--- src/rtl/pc_sequencer_pkg.sv ---
// Shared definitions for the PC sequencer: FSM state encoding, PC-source
// select codes and the default reset PC.
package pc_sequencer_pkg;

  typedef enum logic [2:0] {
    ST_BOOT  = 3'd0,
    ST_FETCH = 3'd1,
    ST_EXEC  = 3'd2,
    ST_DATA  = 3'd3,
    ST_TRAP  = 3'd4
  } state_e;

  localparam logic [1:0] SEL_SEQ  = 2'b00;
  localparam logic [1:0] SEL_BR   = 2'b01;
  localparam logic [1:0] SEL_JALR = 2'b10;

  localparam logic [31:0] PC_RESET_DEFAULT = 32'h0000_0000;

  localparam logic [31:0] INCR_WORD = 32'd4;
  localparam logic [31:0] INCR_HALF = 32'd2;

endpackage

--- src/rtl/pc_sequencer_next_pc_calc.sv ---
// Next-PC mux with sequential increment and target alignment check.
// PC_SEQ_RVC_EN enables the +2 path and relaxes alignment to bit 0 only.
module pc_sequencer_next_pc_calc
  import pc_sequencer_pkg::*;
(
  input  logic [31:0] pc_i,
  input  logic [1:0]  select_i,
  input  logic [31:0] branch_pc_i,
  input  logic [31:0] jalr_pc_i,
  input  logic        is_compressed_i,
  output logic [31:0] next_pc_o,
  output logic        illegal_o
);

  logic [31:0] incr;
  logic [31:0] jalr_tgt;
  logic        br_misaligned;
  logic        jalr_misaligned;

`ifdef PC_SEQ_RVC_EN
  assign incr            = is_compressed_i ? INCR_HALF : INCR_WORD;
  assign br_misaligned   = branch_pc_i[0];
  // Bit 0 of a JALR target is always cleared, so it can never misalign here.
  assign jalr_misaligned = 1'b0;
  logic unused_bits;
  assign unused_bits = jalr_pc_i[0];
`else
  assign incr            = INCR_WORD;
  assign br_misaligned   = |branch_pc_i[1:0];
  assign jalr_misaligned = jalr_pc_i[1];
  logic unused_bits;
  assign unused_bits = jalr_pc_i[0] ^ is_compressed_i;
`endif

  assign jalr_tgt = {jalr_pc_i[31:1], 1'b0};

  always_comb begin
    next_pc_o = pc_i + incr;
    illegal_o = 1'b0;
    case (select_i)
      SEL_SEQ: begin
        next_pc_o = pc_i + incr;
      end
      SEL_BR: begin
        next_pc_o = branch_pc_i;
        illegal_o = br_misaligned;
      end
      SEL_JALR: begin
        next_pc_o = jalr_tgt;
        illegal_o = jalr_misaligned;
      end
      default: begin
        next_pc_o = pc_i;
        illegal_o = 1'b1;
      end
    endcase
  end

endmodule

--- src/rtl/pc_sequencer.sv ---
// Multi-cycle fetch/execute sequencer: owns the PC and arbitrates the unified
// memory between fetch and data access. PC_SEQ_RVC_EN enables compressed support.
module pc_sequencer
  import pc_sequencer_pkg::*;
#(
  parameter logic [31:0] RESET_PC = PC_RESET_DEFAULT
) (
  input  logic        clk,
  input  logic        rst_n,
  input  logic [1:0]  select,
  input  logic [31:0] branch_pc,
  input  logic [31:0] jalr_pc,
  input  logic        is_compressed,
  input  logic        stall,
  input  logic        dmem_req,
  input  logic [31:0] dmem_addr,
  output logic        dmem_done,
  output logic        mem_req,
  output logic        mem_sel,
  output logic [31:0] mem_addr,
  input  logic [31:0] mem_rdata,
  input  logic        mem_ready,
  output logic [31:0] pc,
  output logic [31:0] instr,
  output logic        instr_valid,
  output logic        trap,
  output logic [2:0]  dbg_state
);

  // Memory handshake: mem_req is held with a stable mem_addr/mem_sel until
  // mem_ready is sampled high at a rising edge; that edge completes the access.

  state_e      state_q, state_d;
  logic [31:0] pc_q, pc_d;
  logic [31:0] instr_q, instr_d;
  logic [31:0] pending_q, pending_d;

  logic [31:0] next_pc;
  logic        next_illegal;

  logic        req_c;
  logic        sel_c;
  logic [31:0] addr_c;
  logic        done_c;
  logic        valid_c;
  logic        trap_c;

  pc_sequencer_next_pc_calc u_next_pc (
    .pc_i            (pc_q),
    .select_i        (select),
    .branch_pc_i     (branch_pc),
    .jalr_pc_i       (jalr_pc),
    .is_compressed_i (is_compressed),
    .next_pc_o       (next_pc),
    .illegal_o       (next_illegal)
  );

  always_ff @(posedge clk or negedge rst_n) begin
    if (!rst_n) begin
      state_q   <= ST_BOOT;
      pc_q      <= RESET_PC;
      instr_q   <= 32'h0;
      pending_q <= RESET_PC;
    end else begin
      state_q   <= state_d;
      pc_q      <= pc_d;
      instr_q   <= instr_d;
      pending_q <= pending_d;
    end
  end

  always_comb begin
    state_d   = state_q;
    pc_d      = pc_q;
    instr_d   = instr_q;
    pending_d = pending_q;
    req_c     = 1'b0;
    sel_c     = 1'b0;
    addr_c    = pc_q;
    done_c    = 1'b0;
    valid_c   = 1'b0;
    trap_c    = 1'b0;
    case (state_q)
      ST_BOOT: begin
        state_d = ST_FETCH;
      end
      ST_FETCH: begin
        req_c = 1'b1;
        if (mem_ready) begin
          instr_d = mem_rdata;
          state_d = ST_EXEC;
        end
      end
      ST_EXEC: begin
        valid_c = 1'b1;
        // A stall holds the instruction even if it also wants data memory.
        if (!stall) begin
          pending_d = next_pc;
          if (next_illegal) begin
            state_d = ST_TRAP;
          end else if (dmem_req) begin
            state_d = ST_DATA;
          end else begin
            pc_d    = next_pc;
            state_d = ST_FETCH;
          end
        end
      end
      ST_DATA: begin
        req_c  = 1'b1;
        sel_c  = 1'b1;
        addr_c = dmem_addr;
        if (mem_ready) begin
          done_c  = 1'b1;
          pc_d    = pending_q;
          state_d = ST_FETCH;
        end
      end
      ST_TRAP: begin
        trap_c = 1'b1;
      end
      default: begin
        state_d = ST_BOOT;
      end
    endcase
  end

  assign mem_req     = req_c;
  assign mem_sel     = sel_c;
  assign mem_addr    = addr_c;
  assign dmem_done   = done_c;
  assign instr_valid = valid_c;
  assign trap        = trap_c;
  assign pc          = pc_q;
  assign instr       = instr_q;
  assign dbg_state   = state_q;

endmodule

--- config.mk ---
export PLATFORM = sky130hd
export DESIGN_NAME = pc_sequencer
export DESIGN_NICKNAME = d
export VERILOG_FILES = /design/src/rtl/pc_sequencer_pkg.sv /design/src/rtl/pc_sequencer_next_pc_calc.sv /design/src/rtl/pc_sequencer.sv
export SDC_FILE = /design/constraint.sdc
export NUM_CORES = 1
export LEC_CHECK = 0
export BUFFER_PORTS_ARGS = -buffer_cell sky130_fd_sc_hd__buf_2
export CAP_MARGIN = 30
export CORE_MARGIN = 1
export CORE_UTILIZATION = 54
export CTS_BUF_LIST = sky130_fd_sc_hd__clkbuf_2
export CTS_CLUSTER_SIZE = 14
export DETAILED_ROUTE_END_ITERATION = 7
export PLACE_DENSITY = 0.92
export SLEW_MARGIN = 40
export SYNTH_ARGS = -nofsm -noshare
export SYNTH_HDL_FRONTEND = slang
export SYNTH_SLANG_ARGS = --single-unit
--- constraint.sdc ---
create_clock -name clk -period 4.4 [get_ports clk]
set_input_delay 0.88 -clock clk [delete_from_list [all_inputs] [get_ports clk]]
set_output_delay 0.88 -clock clk [all_outputs]
set_load 0.01 [all_outputs]
[After elaboration in Yosys (flattened, before gate mapping)]
Index checks and enable logic that the tools add are counted.
Storage, ports and cells
  register bits: 99
  output and inout port bits: 104
  word-level logic and storage cells: 47
Operators by class
  add/sub/neg operators: 1
  equal/unequal tests: 11
  multiplexer cells: 20
  bitwise logic cells: 2
  reductions and logical operators: 9
Operator list (number)
  $mux 32: 5
  $pmux 32 s3: 1
  $pmux 32 s2: 1
  $add 32x3->32 const B: 1
  $pmux 3 s5: 1
  $mux 3: 4
  $ne 2x2->1 const B: 5
  $eq 3x2->1 const B: 2
  $mux 1: 6
  $reduce_and 5->1: 1
  $reduce_and 2->1: 2
  $reduce_and 4->1: 1
  $reduce_or 2->1: 2
  $eq 3x1->1 const B: 1
  $eq 3x3->1 const B: 1
  $logic_not 3->1: 1
  $pmux 1 s3: 1
  $eq 2x1->1 const B: 1
  $eq 2x2->1 const B: 1
  $logic_not 2->1: 1
  $mux 2: 1
  $not 1->1: 2
  $reduce_bool 2->1: 1

[Logic depth before layout (Yosys ltp)]
  depth after elaboration: 6
  gate-level depth with buffers: 9
  depth with buffers taken out: 7

[Cells and area by module]
From an unflattened synthesis, not the netlist that was laid out.
Unflattened totals
  cell total of the unflattened synthesis: 525
  area, all modules: 5873.1 um^2
By module, submodules not included
  pc_sequencer: times used 1, cells an instance 375, area an instance 4425.5 um^2, seq. area each 2477.4 um^2
  pc_sequencer_next_pc_calc: times used 1, cells an instance 150, area an instance 1447.6 um^2, seq. area each 0.0 um^2

[Least setup slack after synthesis]
No wires, ideal clock.
  path kind: register to output
  from: reg state_q[0] (netlist: dbg_state[0])
  to: out mem_addr[22]
  arrival time: 1.779 ns
  data required time: 3.520 ns
  slack: 1.741 ns
  cell stages (with the launch flop): 8
  buffers on the path: 3
  cells stage by stage: dfrtp_1 > clkbuf_1 > nand2_1 > inv_1 > clkbuf_1 > buf_1 > nand2_1 > nand2_1
On the way
  cells in the longest elaborated chain, start to end: 2
Ends and longest elaborated chain
  start, declared: line pc_sequencer.sv:33  | state_e state_q, state_d;
  start signal, assigned: line pc_sequencer.sv:65  | state_q <= state_d;
  $eq 3x2->1: line pc_sequencer.sv:83  | case (state_q)
  $mux 32: line pc_sequencer.sv:83
  end, declared: line pc_sequencer.sv:20  | output logic [31:0] mem_addr,
Every way passes these cells.

[Worst setup path after layout]
  from: reg state_q[2] (netlist: dbg_state[2])
  to: out mem_addr[19]
Same word-level chain as after synthesis.

==> metrics.txt <==
outcome=finished clean; RSZ-0062 raised after global routing=no; Synth Cell Area=5949 µm²; Final Util=between 60% and 70%; htree depth=3; dpl cell area=7179 µm²; synth top area cells=dfrtp_1 42%, nand2_1 12%, mux2_2 8.7%, o21ai_0 5.2%, mux4_2 3.4%; Critical Path End Type=output pin; Least-Margin Pin Slew=between 700 and 800 ps; first-pass GRT wire length=between 20 and 30 mm; die height=about 110 µm; Via density=5.652; family with the most delay on the worst path=buffers and inverters; buffers plus inverters on the worst setup path=3; # rows=37; largest net degree at the start of global routing=56; #FFs+latches synth=99; Horiz. Die Dim=107.0 µm; register area share after synthesis=roughly two fifths; die area=11440 µm²; critical path class=register to output pin; TritonCTS Buffers=9; GRT Total Usage=between 30% and 40%; Slew headroom=47.52%; Overflow after GRT=0; Worst path max stage delay=approximately 530 ps; critical-path cell list=nor2b_1 > nand2_2 > inv_2 > buf_4 > nand2_1 > o21ai_0 > buf_2; DP Wirelength=12.25 mm; area growth from synthesis to layout=22.73%; Final Cycle Share=75.57%; CTS tree=yes; FMAX=about 0.3 GHz; Critical Path AT=2450 ps; CP max stage cell=dfrtp_1; Max-Cap Viols=0; DRT iter0 DRCs=361; Pleak=3.678 nW; Routability Congestion=0.8584; Clock Sinks=a little under 100; Slew Viols, Final=0; vias=5872; ys async rst share=100.0%; EDFF count, synth=0; share of the synthesized area in the top cell type=41.64%; Diodes inserted=0; largest area contributor in the netlist=dfrtp_1; vias in the first global route=around 5600; Routed WL=17.11 mm; Hold Path Class=input port to register; total negative slack=0 ps; Final Hold Viols=0; top cells by count, synth=186 x nand2_1, 99 x dfrtp_1, 62 x o21ai_0; most frequent cell after synthesis=nand2_1; syn nets=829; clock-pin slew on the worst setup and hold paths=a little over 300 ps; DP Worst Slack=937.5 ps; Final ANT Viol Nets=0; share of layout cells above drive strength 1=a little under two fifths; input/output buffers=~240; Setup Skew=34.93 ps; final setup fails=0; yosys warns=0; io pins=240; detailed-route DRC error count=0; total power=4.620 mW; core area=10510 µm²; Initial Utilization=56.61%; setup ws final=about 1100 ps; CP Launch Type=register; Critical Path Fanout Max=37; Netlist cell types=55; Peak supply drop=0.4321 mV; design area=7302 µm²; initial antenna violation count=0; final worst path period need=3325 ps; Worst-Skew Late Latency=approximately 570 ps; cell count after synthesis=between 600 and 700; Root Driver=clkbuf_2; syn avg cell area=8.597 µm²; pwr dens=approximately 630 nW/µm²; clock tree buffer depth=2; PostCTS Resize Cnt=0; 1st-pass router iterations=5; Main synth FF type=dfrtp_1; CP required=around 3500 ps; nets=approximately 1000; Avg WL per Cell=16.47 µm
[flip-flops by register name (all words and copies together), names as in the netlist]
| signal | flops |
|---|---|
| pc | 32 |
| dbg_state | 3 |
| instr | 32 |
| pending_q | 32 |
[routing by layer]
| layer | global-route usage (%) | wire (µm) |
|---|---|---|
| met1 | 40.19 | 7147 |
| met2 | 53.13 | 8470 |
| met3 | 4.559 | 1148 |
| met4 | 10.47 | 346 |
| met5 | 0 | 0 |
[where the power goes]
part	leakage (nW)	switching, mW	total, mW	internal [mW]
clock network	0.0684	0.335	0.428	0.0922
registers	1.23	0.484	1.80	1.32
logic	2.38	1.33	2.39	1.06
total	3.68	2.15	4.62	2.47
[final cells by class]
type                    count  area (µm²)
multi-input cells         530        3223
fillers                   859        3207
flip-flops and latches     99        2477
repair buffers            250        1289
well taps                 136       170.2
clock inverters             7       67.56
clock buffers               9       45.04
inverters                   8       30.03
[metrics by stage]
stage | instances | hold slack, ps
after floorplan | 692 | 440.4
after global placement | 1022 | 453.5
after detailed placement | 1022 | 459.2
after CTS | 1038 | 12.51
after global routing | 1039 | 445.9
final | 1039 | 508.0
[final timing paths]
path	startpoint	endpoint	slack [ps]	cells after the start
max	dbg_state[2]	mem_addr[19]	1070	7
min in group asynchronous	rst_n	instr[2]	590	2
min	mem_rdata[7]	instr[7]	510	2
min reg2reg	pending_q[7]	pending_q[7]	520	2
max in group asynchronous	rst_n	pc[26]	2960	3
max reg2reg	dbg_state[0]	pc[15]	1550	7
[logic make-up (layout without fill, tap and decap cells)]
kind of cell	count (synthesis)	in the layout	share of synthesized area (%)
adders and majority gates	1	1	0.2103
DFF	99	99	41.64
AOI/OAI and AO/OA	141	141	14.24
and+or+nand+nor	302	302	22.48
xor gates and xnor gates	21	21	3.092
buffers and inverters	63	274	4.269
muxes	65	65	14.07
[repair_timing]
item / 4_1_cts / 5_1_grt
setup buffers: 0 / 0
hold buffers: 0 / 1
endpoints found under the hold margin: 0 / 2
[cell usage in the layout (no fill, tap or decap), types with 13 or more instances in the layout]
cell type    n
a21oi_1     24
mux2_2      46
nor2_1      42
buf_4       13
dfrtp_1     99
nand3_1     20
xnor2_1     13
o21ai_0     62
buf_2      236
nand2_1    184
(Power assumes the default switching activity.)
